File: src/rtl/mem_lsu_pkg.sv
// mem_lsu_pkg: shared types, funct3 encodings and access-legality helper for the memory-stage LSU
package mem_lsu_pkg;
    localparam int LSU_XLEN = 32;
    localparam logic [2:0] F3_B  = 3'b000;
    localparam logic [2:0] F3_H  = 3'b001;
    localparam logic [2:0] F3_W  = 3'b010;
    localparam logic [2:0] F3_BU = 3'b100;
    localparam logic [2:0] F3_HU = 3'b101;
    typedef enum logic [1:0] {IDLE, REQ, WAIT_RSP, DONE} lsu_state_e;
    typedef struct packed {
        logic                we;
        logic [2:0]          funct3;
        logic [LSU_XLEN-1:0] addr;
        logic [LSU_XLEN-1:0] wdata;
    } lsu_req_t;
    // Size must exist for the access kind and the offset must be naturally aligned.
    function automatic logic lsu_ok(input logic we, input logic [2:0] f3, input logic [1:0] off);
        case (f3)
            F3_B:    return 1'b1;
            F3_H:    return !off[0];
            F3_W:    return off == 2'b00;
            F3_BU:   return !we;
            F3_HU:   return !we && !off[0];
            default: return 1'b0;
        endcase
    endfunction
endpackage

File: src/rtl/lsu_load_align.sv
// lsu_load_align: byte/halfword lane select with sign or zero extension of a read word
module lsu_load_align
    import mem_lsu_pkg::*;
(
    input  logic [LSU_XLEN-1:0] rdata,
    input  logic [1:0]          off,
    input  logic [2:0]          funct3,
    output logic [LSU_XLEN-1:0] data
);
    logic [7:0]  b;
    logic [15:0] h;
    always_comb begin
        b    = rdata[{off, 3'b000} +: 8];
        h    = off[1] ? rdata[31:16] : rdata[15:0];
        data = funct3[1] ? rdata :
               funct3[0] ? {{16{h[15] & ~funct3[2]}}, h} :
                           {{24{b[7] & ~funct3[2]}}, b};
    end
endmodule

File: src/rtl/mem_lsu.sv
// mem_lsu: memory-stage load/store unit driving a req/rsp data bus and returning extended load data.
// Optional bus watchdog enabled by defining MEM_LSU_TIMEOUT_EN.
module mem_lsu
    import mem_lsu_pkg::*;
#(
    parameter int XLEN           = LSU_XLEN,
    parameter int TIMEOUT_CYCLES = 256
) (
    input  logic            clk,
    input  logic            reset,
    input  logic            in_valid,
    input  logic            in_load,
    input  logic            in_store,
    input  logic [2:0]      in_funct3,
    input  logic [XLEN-1:0] in_addr,
    input  logic [XLEN-1:0] in_wdata,
    input  logic            flush,
    output logic            stall,
    output logic            ld_valid,
    output logic [XLEN-1:0] ld_data,
    output logic            fault,
    output logic            dmem_req_valid,
    input  logic            dmem_req_ready,
    output logic            dmem_we,
    output logic [XLEN-1:0] dmem_addr,
    output logic [3:0]      dmem_wstrb,
    output logic [XLEN-1:0] dmem_wdata,
    input  logic            dmem_rsp_valid,
    input  logic [XLEN-1:0] dmem_rdata
);
    lsu_state_e      state;
    lsu_req_t        req;
    logic            killed, ld_valid_q, fault_q;
    logic [XLEN-1:0] ld_q, al_data;
    logic            start, legal, hs, rsp, to;

    assign start = in_valid & (in_load | in_store) & ~flush;
    assign legal = lsu_ok(in_store, in_funct3, in_addr[1:0]);
    assign hs    = (state == REQ) & dmem_req_ready;
    assign rsp   = (state == WAIT_RSP) & dmem_rsp_valid;

`ifdef MEM_LSU_TIMEOUT_EN
    localparam int CW = $clog2(TIMEOUT_CYCLES);
    logic [CW-1:0] cnt;
    logic          busy;
    assign busy = ((state == REQ) & ~hs) | ((state == WAIT_RSP) & ~rsp);
    assign to   = busy & (cnt == CW'(TIMEOUT_CYCLES - 1));
    always_ff @(posedge clk or negedge reset)
        if (!reset) cnt <= '0;
        else        cnt <= busy ? cnt + 1'b1 : '0;
`else
    logic unused_to;
    assign to        = 1'b0;
    assign unused_to = ^TIMEOUT_CYCLES;
`endif

    lsu_load_align u_align (
        .rdata  (dmem_rdata),
        .off    (req.addr[1:0]),
        .funct3 (req.funct3),
        .data   (al_data)
    );

    always_ff @(posedge clk or negedge reset) begin
        if (!reset) begin
            state      <= IDLE;
            req        <= '0;
            killed     <= 1'b0;
            ld_valid_q <= 1'b0;
            fault_q    <= 1'b0;
            ld_q       <= '0;
        end else begin
            ld_valid_q <= 1'b0;
            fault_q    <= 1'b0;
            case (state)
                IDLE: if (start && legal) begin
                    state  <= REQ;
                    req    <= '{in_store, in_funct3, in_addr, in_wdata};
                    killed <= 1'b0;
                end
                REQ: if (flush && !hs) state <= IDLE;
                else if (to) begin
                    state   <= DONE;
                    fault_q <= 1'b1;
                    ld_q    <= '0;
                end else if (hs) begin
                    state  <= req.we ? DONE : WAIT_RSP;
                    killed <= flush;
                end
                WAIT_RSP: if (rsp) begin
                    state <= DONE;
                    if (!(killed || flush)) begin
                        ld_valid_q <= 1'b1;
                        ld_q       <= al_data;
                    end
                end else if (to) begin
                    state   <= DONE;
                    fault_q <= 1'b1;
                    ld_q    <= '0;
                end else if (flush) killed <= 1'b1;
                DONE: state <= IDLE;
            endcase
        end
    end

    // Combinational terms are gated by reset so every output reads 0 while it is held.
    always_comb begin
        stall          = reset & (((state == IDLE) & start & legal) | (state == REQ) | (state == WAIT_RSP));
        fault          = fault_q | (reset & (state == IDLE) & start & ~legal);
        ld_valid       = ld_valid_q;
        ld_data        = ld_q;
        dmem_req_valid = state == REQ;
        dmem_we        = dmem_req_valid & req.we;
        dmem_addr      = dmem_req_valid ? {req.addr[XLEN-1:2], 2'b00} : '0;
        dmem_wstrb     = !dmem_we        ? 4'b0000 :
                         req.funct3[1]   ? 4'b1111 :
                         req.funct3[0]   ? 4'b0011 << req.addr[1:0] :
                                           4'b0001 << req.addr[1:0];
        dmem_wdata     = !dmem_we        ? '0 :
                         req.funct3[1]   ? req.wdata :
                         req.funct3[0]   ? {2{req.wdata[15:0]}} :
                                           {4{req.wdata[7:0]}};
    end
endmodule

File: config.mk
export PLATFORM = sky130hd
export DESIGN_NAME = mem_lsu
export DESIGN_NICKNAME = d
export VERILOG_FILES = /design/src/rtl/mem_lsu_pkg.sv /design/src/rtl/lsu_load_align.sv /design/src/rtl/mem_lsu.sv
export SDC_FILE = /design/constraint.sdc
export NUM_CORES = 1
export LEC_CHECK = 0
export CAP_MARGIN = 25
export CORE_MARGIN = 1.5
export CORE_UTILIZATION = 27
export CTS_CLUSTER_SIZE = 28
export DETAILED_ROUTE_END_ITERATION = 10
export PLACE_DENSITY_LB_ADDON = 0.15
export SYNTH_ARGS = -nofsm -noshare
export SYNTH_HDL_FRONTEND = slang
export SYNTH_HIERARCHICAL = 1
export SYNTH_SLANG_ARGS = --single-unit
File: constraint.sdc
create_clock -name clk -period 1.85 [get_ports clk]
set_input_delay 0.37 -clock clk [delete_from_list [all_inputs] [get_ports clk]]
set_output_delay 0.37 -clock clk [all_outputs]
set_load 0.01 [all_outputs]
==> summary.md <==
| Metric | Value |
|---|---|
| Reg area | 2610 sq um |
| Clock Path Buffers | 2 |
| RSZ-0062 raised after global routing | true |
| Startpoint class of the critical path | flop |
| Number of fill cells | 1850 |
| Synth async-reset ratio | 1.00 |
| Critical path required time | around 1500 ps |
| Largest net degree at the start of global routing | just over 90 |
| Clk Latency, worst-skew pair | 360 ps |
| Top layer in use | met4 |
| CTS sink count | 104 |
| Final period util | 1.11 |
| Layout cells sized above 1 | 0.527 |
| Post-synth EDFFs | 0 |
| Vias in the first global route | around 5400 |
| Placed Cells | between 900 and 1000 |
| Area Growth Syn to Fin | 78.1% |
| Die area | 21800 sq um |
| Crit. End Element | output pin |
| I/O pin total | 212 |
| CORE AREA | 20400 sq um |
| Yosys reg bits | 104 |
| Ys flop type | dfrtp_1 |
| Drt first pass iters | 4 |
| Rows | 52 |
| Worst Path Max Fanout | 15 |
| Post-DP HPWL | 13.1 mm |
| Wire length on met2 | roughly 9.3 mm |
| Via density per instance | 4.82 |
| I/O Buffers | 209 |
| Yosys warns | 6 |
| Hold WC Path Type | primary input to async pin |
| Clk pin slew, worst setup/hold paths | 80 ps |
| Num CTS Buffers | 9 |
| Final min period | 2040 ps |
| Status | finished, violations left |
| Worst slew pin tran | ~660 ps |
| Starting Density | 0.277 |
| Dpl cell area | 8510 sq um |
| Leakage dissipation | 4.46 nW |
| F_max | 489 MHz |
| Nets | 888 |
| Final Slew Violations | 0 |
| Wirelength per Cell | 18.8 um |
| Slew HR | 0.559 |
| Setup violators final | 94 |
| Final Wtd Congestion | just under 0.8 |
| Die H | ~150 um |
| Synth cell types | 46 |
| Met1 WL | 8.40 mm |
| Final ANT Viol Nets | 0 |
| Pwr Density | 1560 nW/um^2 |
| Mapped Cells | 492 |
| Routed length on met3 | 1.53 mm |
| # DRC | 0 |
| Setup Slack @ Placement | -754 ps |
| Synth Cell Area | 5640 sq um |
| Clock tree from TritonCTS | done |
| Post-synthesis sequential area ratio | 0.461 |
| H-tree levels | 3 |
| First-pass GRT wire length | 30.0 mm |
| Setup ws final | -195 ps |
| GRT Residual Overflow | 0 |
| Violated checks | setup timing |
| Fin cells | about 1100 |
| Worst vdd ir | 684 uV |
| Initial drt markers | between 200 and 250 |
| Critical path type | flop to output pin |
| Die width | 148 um |
| Area used by multi-input combinational logic | 3420 sq um |
| CP arrival | 1670 ps |
| Finished layout cell area | 10000 sq um |
| Setup Skew | roughly 11 ps |
| Initial antenna violation count | 1 |
| Routed WL | 19.8 mm |
| Post-Syn Area per Cell | 11.5 sq um |
| Fin. Hold Viols | 0 |
| Total of max-cap violations | 0 |
| Vias | 5080 |
| CTS Root Cell | clkbuf_16 |
| Gr usage total | 0.179 |
repair_timing:
action | in CTS | in global routing
endpoints found under the hold margin | 0 | 0
endpoints found under the setup margin | 173 | 142
pin swaps | 18 | 35
gates resized for setup | 415 | 134
gates cloned | 8 | 4
setup buffers | 23 | 10
hold buffers | 0 | 0
cell usage in the layout (no fill, tap or decap), types with 10 or more instances in the layout:
master / count
buf_4: 54
nor2_4: 13
o21ai_0: 11
buf_6: 70
and2_4: 30
mux2_4: 41
clkdlybuf4s50_1: 131
clkbuf_16: 12
nor2_1: 21
a221o_1: 16
a21oi_1: 11
mux2i_1: 10
a21oi_2: 10
mux2_2: 70
dfrtp_1: 100
nand2_1: 24
buf_2: 19
buf_12: 18
sequential cells by signal, indices dropped and copies added, names as in the netlist, named ones only:
register / flops
ld_data: 32
ld_valid: 1
req: 68
killed: 1
state: 1
report_power, final:
group | total, W | internal [W] | switching [W] | leakage [nW]
logic | 0.00935 | 0.00548 | 0.00387 | 3.01
clock network | 0.00219 | 0.00127 | 0.000914 | 0.167
registers | 0.00409 | 0.00333 | 0.000763 | 1.29
total | 0.0156 | 0.0101 | 0.00555 | 4.46
final timing paths:
kind	startpoint	endpoint	slack [ps]	depth (start not counted)
worst max-delay path	flop	dmem_wdata[29]	-190	6
min in group clk	in_addr[0]	req[32]	370	3
worst min-delay path	reset	req[51]	70	2
worst min register to register	req[22]	req[22]	510	1
worst max register to register	req[64]	ld_data[1]	-150	7
max in group asynchronous	reset	state[0]	1300	2
through the flow:
stage	setup TNS, ps	utilization	total power (W)	hold slack [ps]
after floorplan	-94.7	-	0.00767	74.4
after global placement	-60670	0.418	0.0110	454
after detailed placement	-62010	0.418	0.0112	452
after CTS	-8940	0.463	0.0144	66.2
after global routing	-16120	0.493	0.0165	80.1
final	-9430	0.493	0.0156	67.7
cell families after synthesis:
kind of cell	share of synthesized area
AND/OR/NAND/NOR	0.119
other	0.000665
AO/OA/AOI/OAI	0.104
flip-flops	0.461
adder cells (fa/ha/maj)	0.00887
buffers and inverters	0.0413
multiplexers	0.265
per-layer routing:
metal	up-vias	global-route usage
met1	2498	0.224
met5	-	0
li1	2344	-
met2	207	0.290
met3	31	0.0506
met4	0	0.0680
critical path: stages, from the launching register on:
cell and delay, ps:
dfrtp_1 410, inv_2 90, ha_4 200, nand2_8 90
buf_12 170, nor2_1 180, buf_2 160
Yosys cell counts (2+ instances only):
cell type,n,share of area
nor2b_1,3,0.0033
clkbuf_1,14,0.0093
dfrtp_1,104,0.46
mux2_2,101,0.20
nand2_1,27,0.018
a221o_1,16,0.028
o21bai_1,2,0.0027
and4b_1,8,0.014
ha_1,4,0.0089
o21ai_1,16,0.014
and3_1,8,0.0089
nand2b_1,4,0.0044
buf_6,4,0.0080
buf_2,12,0.011
inv_1,8,0.0053
a22o_1,7,0.011
mux2_4,10,0.027
buf_1,4,0.0027
mux2i_1,16,0.028
o21ai_0,13,0.012
a21oi_1,21,0.019
and2_1,30,0.033
buf_4,3,0.0040
nor2_1,35,0.023
final cells by class:
cell class / instances / area share
Timing Repair Buffer: 311 / 0.329
Antenna cell: 1 / 0.000249
Tap cell: 270 / 0.0336
Clock buffer: 11 / 0.0252
Inverter: 8 / 0.00299
Clock inverter: 5 / 0.00859
Multi-Input combinational cell: 343 / 0.341
Sequential cell: 104 / 0.260
Power figures use the tool's default switching activity.
